$ cat src/rtl/des_seq_pkg.sv
// Shared constants and FSM state encoding for the DES block sequencer.
package des_seq_pkg;

    localparam int DES_ROUNDS      = 16;
    localparam int WORDS_PER_BLOCK = 2;

    typedef enum logic [2:0] {
        S_IDLE  = 3'd0,
        S_RD0   = 3'd1,
        S_RD1   = 3'd2,
        S_RD2   = 3'd3,
        S_ROUND = 3'd4,
        S_WR_LO = 3'd5,
        S_WR_HI = 3'd6,
        S_DONE  = 3'd7
    } state_t;

endpackage

$ cat src/rtl/des_cbc_chain.sv
// Block assembly and CBC chaining around the DES core: builds the 64-bit
// block from two RAM words, applies the encrypt-side input XOR, captures the
// core result with the decrypt-side output XOR, and advances the chain value.
module des_cbc_chain
    import des_seq_pkg::*;
(
    input  logic        clk,
    input  logic        reset,
    input  logic        init,      // operation accepted: chain <= iv
    input  logic [63:0] iv,
    input  logic        cbc,
    input  logic        dec,
    input  logic        lo_en,     // low word on rdata
    input  logic        hi_en,     // high word on rdata; block complete
    input  logic [31:0] rdata,
    input  logic        cap_en,    // last round: core result valid
    input  logic [63:0] des_out,
    output logic [63:0] des_in,
    output logic [63:0] res
);

    logic [31:0] blk_lo;
    logic [63:0] blk;
    logic [63:0] chain;
    logic [63:0] blk_next;

    assign blk_next = {rdata, blk_lo};

    // Block capture, core input load, result capture and chain update.
    always_ff @(posedge clk) begin
        if (reset) begin
            blk_lo <= '0;
            blk    <= '0;
            chain  <= '0;
            des_in <= '0;
            res    <= '0;
        end else begin
            if (init)
                chain <= iv;
            if (lo_en)
                blk_lo <= rdata;
            if (hi_en) begin
                blk    <= blk_next;
                des_in <= (cbc && !dec) ? (blk_next ^ chain) : blk_next;
            end
            if (cap_en) begin
                res   <= (cbc && dec) ? (des_out ^ chain) : des_out;
                // Encrypt chains on ciphertext out, decrypt on ciphertext in.
                chain <= dec ? blk : des_out;
            end
        end
    end

endmodule

$ cat src/rtl/des_block_sequencer.sv
// Walks a range of 64-bit blocks through the iterative DES core: two-word
// read, 16 rounds, two-word write, repeated for the programmed block count.
module des_block_sequencer
    import des_seq_pkg::*;
#(
    parameter int ADDR_W = 9,
    parameter int CNT_W  = 8
) (
    input  logic              dcm_clk,
    input  logic              reset,
    input  logic              start,
    input  logic              decrypt,
    input  logic              cbc_en,
    input  logic [63:0]       iv,
    input  logic [CNT_W-1:0]  num_blocks,
    input  logic [ADDR_W-1:0] in_base,
    input  logic [ADDR_W-1:0] out_base,
    output logic [ADDR_W-1:0] in_addr,
    input  logic [31:0]       in_rdata,
    output logic [ADDR_W-1:0] out_addr,
    output logic              out_we,
    output logic [31:0]       out_wdata,
    output logic [63:0]       des_in,
    output logic [3:0]        des_round_sel,
    output logic              des_decrypt,
    input  logic [63:0]       des_out,
    output logic              busy,
    output logic              done,
    output logic [CNT_W:0]    blocks_done
);

    state_t       state, state_nxt;
    logic [3:0]   rnd;
    logic         cbc_q;
    logic [CNT_W:0] target;
    logic [CNT_W:0] blocks_inc;
    logic         last_round;
    logic         accept;
    logic [63:0]  res;

    assign blocks_inc = blocks_done + 1'b1;
    assign last_round = (rnd == 4'(DES_ROUNDS - 1));
    assign accept     = (state == S_IDLE) && start;

    // State register.
    always_ff @(posedge dcm_clk) begin
        if (reset) state <= S_IDLE;
        else       state <= state_nxt;
    end

    // Next-state decode and state-derived outputs.
    always_comb begin
        state_nxt     = state;
        busy          = 1'b0;
        done          = 1'b0;
        out_we        = 1'b0;
        out_wdata     = '0;
        des_round_sel = '0;
        case (state)
            S_IDLE:  if (start) state_nxt = S_RD0;
            S_RD0:   begin busy = 1'b1; state_nxt = S_RD1; end
            S_RD1:   begin busy = 1'b1; state_nxt = S_RD2; end
            S_RD2:   begin busy = 1'b1; state_nxt = S_ROUND; end
            S_ROUND: begin
                busy          = 1'b1;
                des_round_sel = rnd;
                if (last_round) state_nxt = S_WR_LO;
            end
            S_WR_LO: begin
                busy      = 1'b1;
                out_we    = 1'b1;
                out_wdata = res[31:0];
                state_nxt = S_WR_HI;
            end
            S_WR_HI: begin
                busy      = 1'b1;
                out_we    = 1'b1;
                out_wdata = res[63:32];
                state_nxt = (blocks_inc == target) ? S_DONE : S_RD0;
            end
            S_DONE:  begin done = 1'b1; state_nxt = S_IDLE; end
            default: state_nxt = S_IDLE;
        endcase
    end

    // Configuration latch, address counters, round and block counters.
    always_ff @(posedge dcm_clk) begin
        if (reset) begin
            in_addr     <= '0;
            out_addr    <= '0;
            rnd         <= '0;
            blocks_done <= '0;
            target      <= '0;
            des_decrypt <= 1'b0;
            cbc_q       <= 1'b0;
        end else begin
            case (state)
                S_IDLE: if (start) begin
                    des_decrypt <= decrypt;
                    cbc_q       <= cbc_en;
                    // A zero count means the full 2**CNT_W range.
                    target      <= {(num_blocks == '0), num_blocks};
                    in_addr     <= in_base;
                    out_addr    <= out_base;
                    blocks_done <= '0;
                end
                S_RD0, S_RD1: in_addr <= in_addr + 1'b1;
                S_RD2:   rnd <= '0;
                S_ROUND: rnd <= rnd + 1'b1;
                S_WR_LO: out_addr <= out_addr + 1'b1;
                S_WR_HI: begin
                    out_addr    <= out_addr + 1'b1;
                    blocks_done <= blocks_inc;
                end
                default: ;
            endcase
        end
    end

    des_cbc_chain u_chain (
        .clk     (dcm_clk),
        .reset   (reset),
        .init    (accept),
        .iv      (iv),
        .cbc     (cbc_q),
        .dec     (des_decrypt),
        .lo_en   (state == S_RD1),
        .hi_en   (state == S_RD2),
        .rdata   (in_rdata),
        .cap_en  ((state == S_ROUND) && last_round),
        .des_out (des_out),
        .des_in  (des_in),
        .res     (res)
    );

endmodule

$ cat config.mk
export PLATFORM = sky130hd
export DESIGN_NAME = des_block_sequencer
export DESIGN_NICKNAME = d
export VERILOG_FILES = /design/src/rtl/des_seq_pkg.sv /design/src/rtl/des_cbc_chain.sv /design/src/rtl/des_block_sequencer.sv
export SDC_FILE = /design/constraint.sdc
export NUM_CORES = 1
export LEC_CHECK = 0
export BUFFER_PORTS_ARGS = -buffer_cell sky130_fd_sc_hd__buf_2
export CAP_MARGIN = 0
export CORE_MARGIN = 2
export CORE_UTILIZATION = 35
export DETAILED_ROUTE_END_ITERATION = 10
export PLACE_DENSITY = 0.63
export SLEW_MARGIN = 25
export SYNTH_ARGS = -nofsm -noshare
export SYNTH_HDL_FRONTEND = slang
export SYNTH_HIERARCHICAL = 1
export SYNTH_SLANG_ARGS = --single-unit
$ cat constraint.sdc
create_clock -name dcm_clk -period 5.15 [get_ports dcm_clk]
set_input_delay 0.515 -clock dcm_clk [delete_from_list [all_inputs] [get_ports dcm_clk]]
set_output_delay 0.515 -clock dcm_clk [all_outputs]
set_load 0.02 [all_outputs]
==> impl_metrics.ini <==
[status]
status = finished, final reports clean

[routing]
dr.pass1.iters = 5
routed_wl_um = 49180
via_per_inst = 5.513
wl_per_cell_um = 19.45
antenna_left = 0
vias = 13940
drt-initial-drc-count = 1112
drc = 0

[grt]
antenna_found_initial = 13
grtUsageTotal_pct = 20.30
grt_pass1_wl_um = 75910
grt_max_degree = 141
grt_pass1_vias = 13030
gr-total-overflow = 0

[floorplan]
fp.dieH_um = 215.5
dieArea_um2 = 46460
dieWidth_um = 215.5
initial_core_util_pct = 35.42
core_area_um2 = 44220
num_rows = 77
io_pins = 322

[job]
max_cap_violations = 0

[clock_network]
htree_levels = 2
clock_latency_ns = 0.57
cts_buffers = 40
clk_pin_slew_ns = 0.06
cts_tree = done
clk_path_buf_depth = 3
post_cts_resize_count = 0
postCtsHoldBufs = 0
cts.sinks = 333
post-cts-setup-buffers = 0
cts_root_buffer = clkbuf_16

[place]
io_buffers = 321
place_hpwl_um = 31360
placed_area_um2 = 17490
gp_congestion = 0.8745

[worst_setup_path]
crit_type = flop to output port
cp_top_family = simple AND/OR/NAND/NOR gates
cp-end-kind = output port
cp-start-kind = flop
required_ns = 4.64
ff2ff_path_depth = 6
max_stage_delay_ns = 0.87
cpMaxStageDelayCell = and2_2
crit_fanout = 33
cp.depth = 5
worstPathArrival_ns = 3.10
critPathBufInv = 2
path_cells = inv_1 > nor2_1 > and2_2 > a22o_1 > buf_2

[final_layout]
fin_nets = 2094
final_cell_mix = 331 x dfxtp_1, 320 x buf_2, 205 x a211oi_1
final_common_cell = dfxtp_1
drive_gt1_share_pct = 22.12
area.growth.synth_to_final_pct = 20.80
finalInstanceArea_um2 = 18920
post-route-util_pct = 42.78

[logic_synthesis]
yosysSeqAreaShare_pct = 42.57
synth.top_cell.area_share_pct = 42.57
synth_area_leader_cell = dfxtp_1
synth.net_count = 1876
synth_cell_types = 58
synth_area_leaders = dfxtp_1 43%, mux2i_1 10%, a211oi_1 9.8%, nor2b_1 4.8%, nor2_1 4.8%
ys_seq_elements = 333
syn-cell-area_um2 = 15660
syn-instance-count = 1681
avgSynthCellArea_um2 = 9.317
synth_warnings = 6

[min_path]
min_delay_path_depth = 3
min-delay-path-class = input pin to flop

[power]
leakage_uw = 0.006908
irDropWorstVdd_mv = 0.1998
power_uw = 6661
power_density_nw_per_um2 = 352.1

[timing]
hold_viol_final = 0
fin_skew_ns = 0.02341
rsz0062_at_grt = no
report.final.setup_viol = 0
post-route-period-util_pct = 70.19
maxSlewHeadroom_pct = 32.78
slew_viol_final = 0
worst_slew_pin_slew_ns = 1.008
min_period_ns = 3.615
fin_setup_tns_ns = 0
max_freq_ghz = 0.2766
[cells by family (layout without fill, tap and decap cells)]
group / after synthesis / in the layout / synth area share, %
flops: 333 / 333 / 42.57
mux: 161 / 161 / 10.30
buf+inv: 164 / 413 / 4.769
compound gates: 427 / 427 / 20.99
simple gates: 504 / 504 / 16.09
other cells: 0 / 6 / 0
xor+xnor: 88 / 88 / 4.969
fa+ha+maj: 4 / 4 / 0.3196
[per-stage QoR]
stage	cells	worst slack, ns	hold WS [ns]
after floorplan	1681	2.895	0.4478
after global placement	2449	1.903	0.4611
after detailed placement	2449	1.768	0.4677
after CTS	2522	1.565	0.1596
after global routing	2526	1.426	0.1894
final	2528	1.535	0.1948
[registers in the layout, summed over array words and instances (netlist names), 3 cells and up]
signal / cells
state: 3
rnd: 4
u_chain/chain: 64
u_chain/blk_lo: 32
in_addr: 9
target: 9
out_addr: 9
u_chain/des_in: 64
u_chain/blk: 64
u_chain/res: 64
blocks_done: 9
[worst min-delay path: cells and delay by family]
| family | cells | cell delay, ns |
|---|---|---|
| compound gates | 1 | 0.05 |
| buf+inv | 1 | 0.09 |
| simple gates | 1 | 0.05 |
[final timing paths]
path / from / endpoint / slack (ns)
hold reg to reg: target[6] / target[6] / 0.47
setup / recovery: state[2] / out_wdata[4] / 1.54
setup reg to reg: state[0] / u_chain/des_in[12] / 1.77
hold / removal: decrypt / des_decrypt / 0.19
[final cells by class]
cell class	count	area, µm²
well taps	592	740.7
diodes	6	15.01
clock buffers	55	1167
repair buffers	335	1772
inverters	5	31.28
flip-flops and latches	333	6674
multi-input cells	1184	8269
fillers	4292	25300
clock inverters	18	250.2
[power by group]
group,leakage [µW],total [µW],switching [µW],internal (µW)
clock,0.000700,3030,1180,1850
combinational,0.00351,820,499,321
sequential,0.00270,2820,125,2690
total,0.00691,6660,1800,4860
[cell usage after synthesis, drive strengths merged]
cell type    n
nand2       44
o21ai       20
a32oi        2
nand3b      14
a221oi      56
a21o         1
a21bo        2
nand3       76
mux2         1
and3b        2
dfxtp      333
a21oi       37
xor2        78
clkbuf      79
a31o         1
nor3         5
a311oi      56
and4         3
xnor2       10
and3         9
a22o        32
buf         80
a211oi     205
nor4         6
nand4b       4
inv          5
a2111oi      3
nor2       200
or4b         1
mux2i      160
a31oi        1
a222oi       2
a311o        2
o31ai        2
ha           4
or3          2
and4b        1
and2         8
o32ai        2
nand2b       1
o22ai        2
nor2b      121
nor3b        4
nand4        3
a41o         1
[routing by layer]
metal / track usage, % / vias up / routed length (µm)
met2: 30.69 / 458 / 21520
met3: 5.638 / 73 / 3491
met1: 28.15 / 6720 / 23000
met5: 0 / - / 96
li1: - / 6673 / -
met4: 5.977 / 14 / 1074
(Power assumes the default switching activity.)
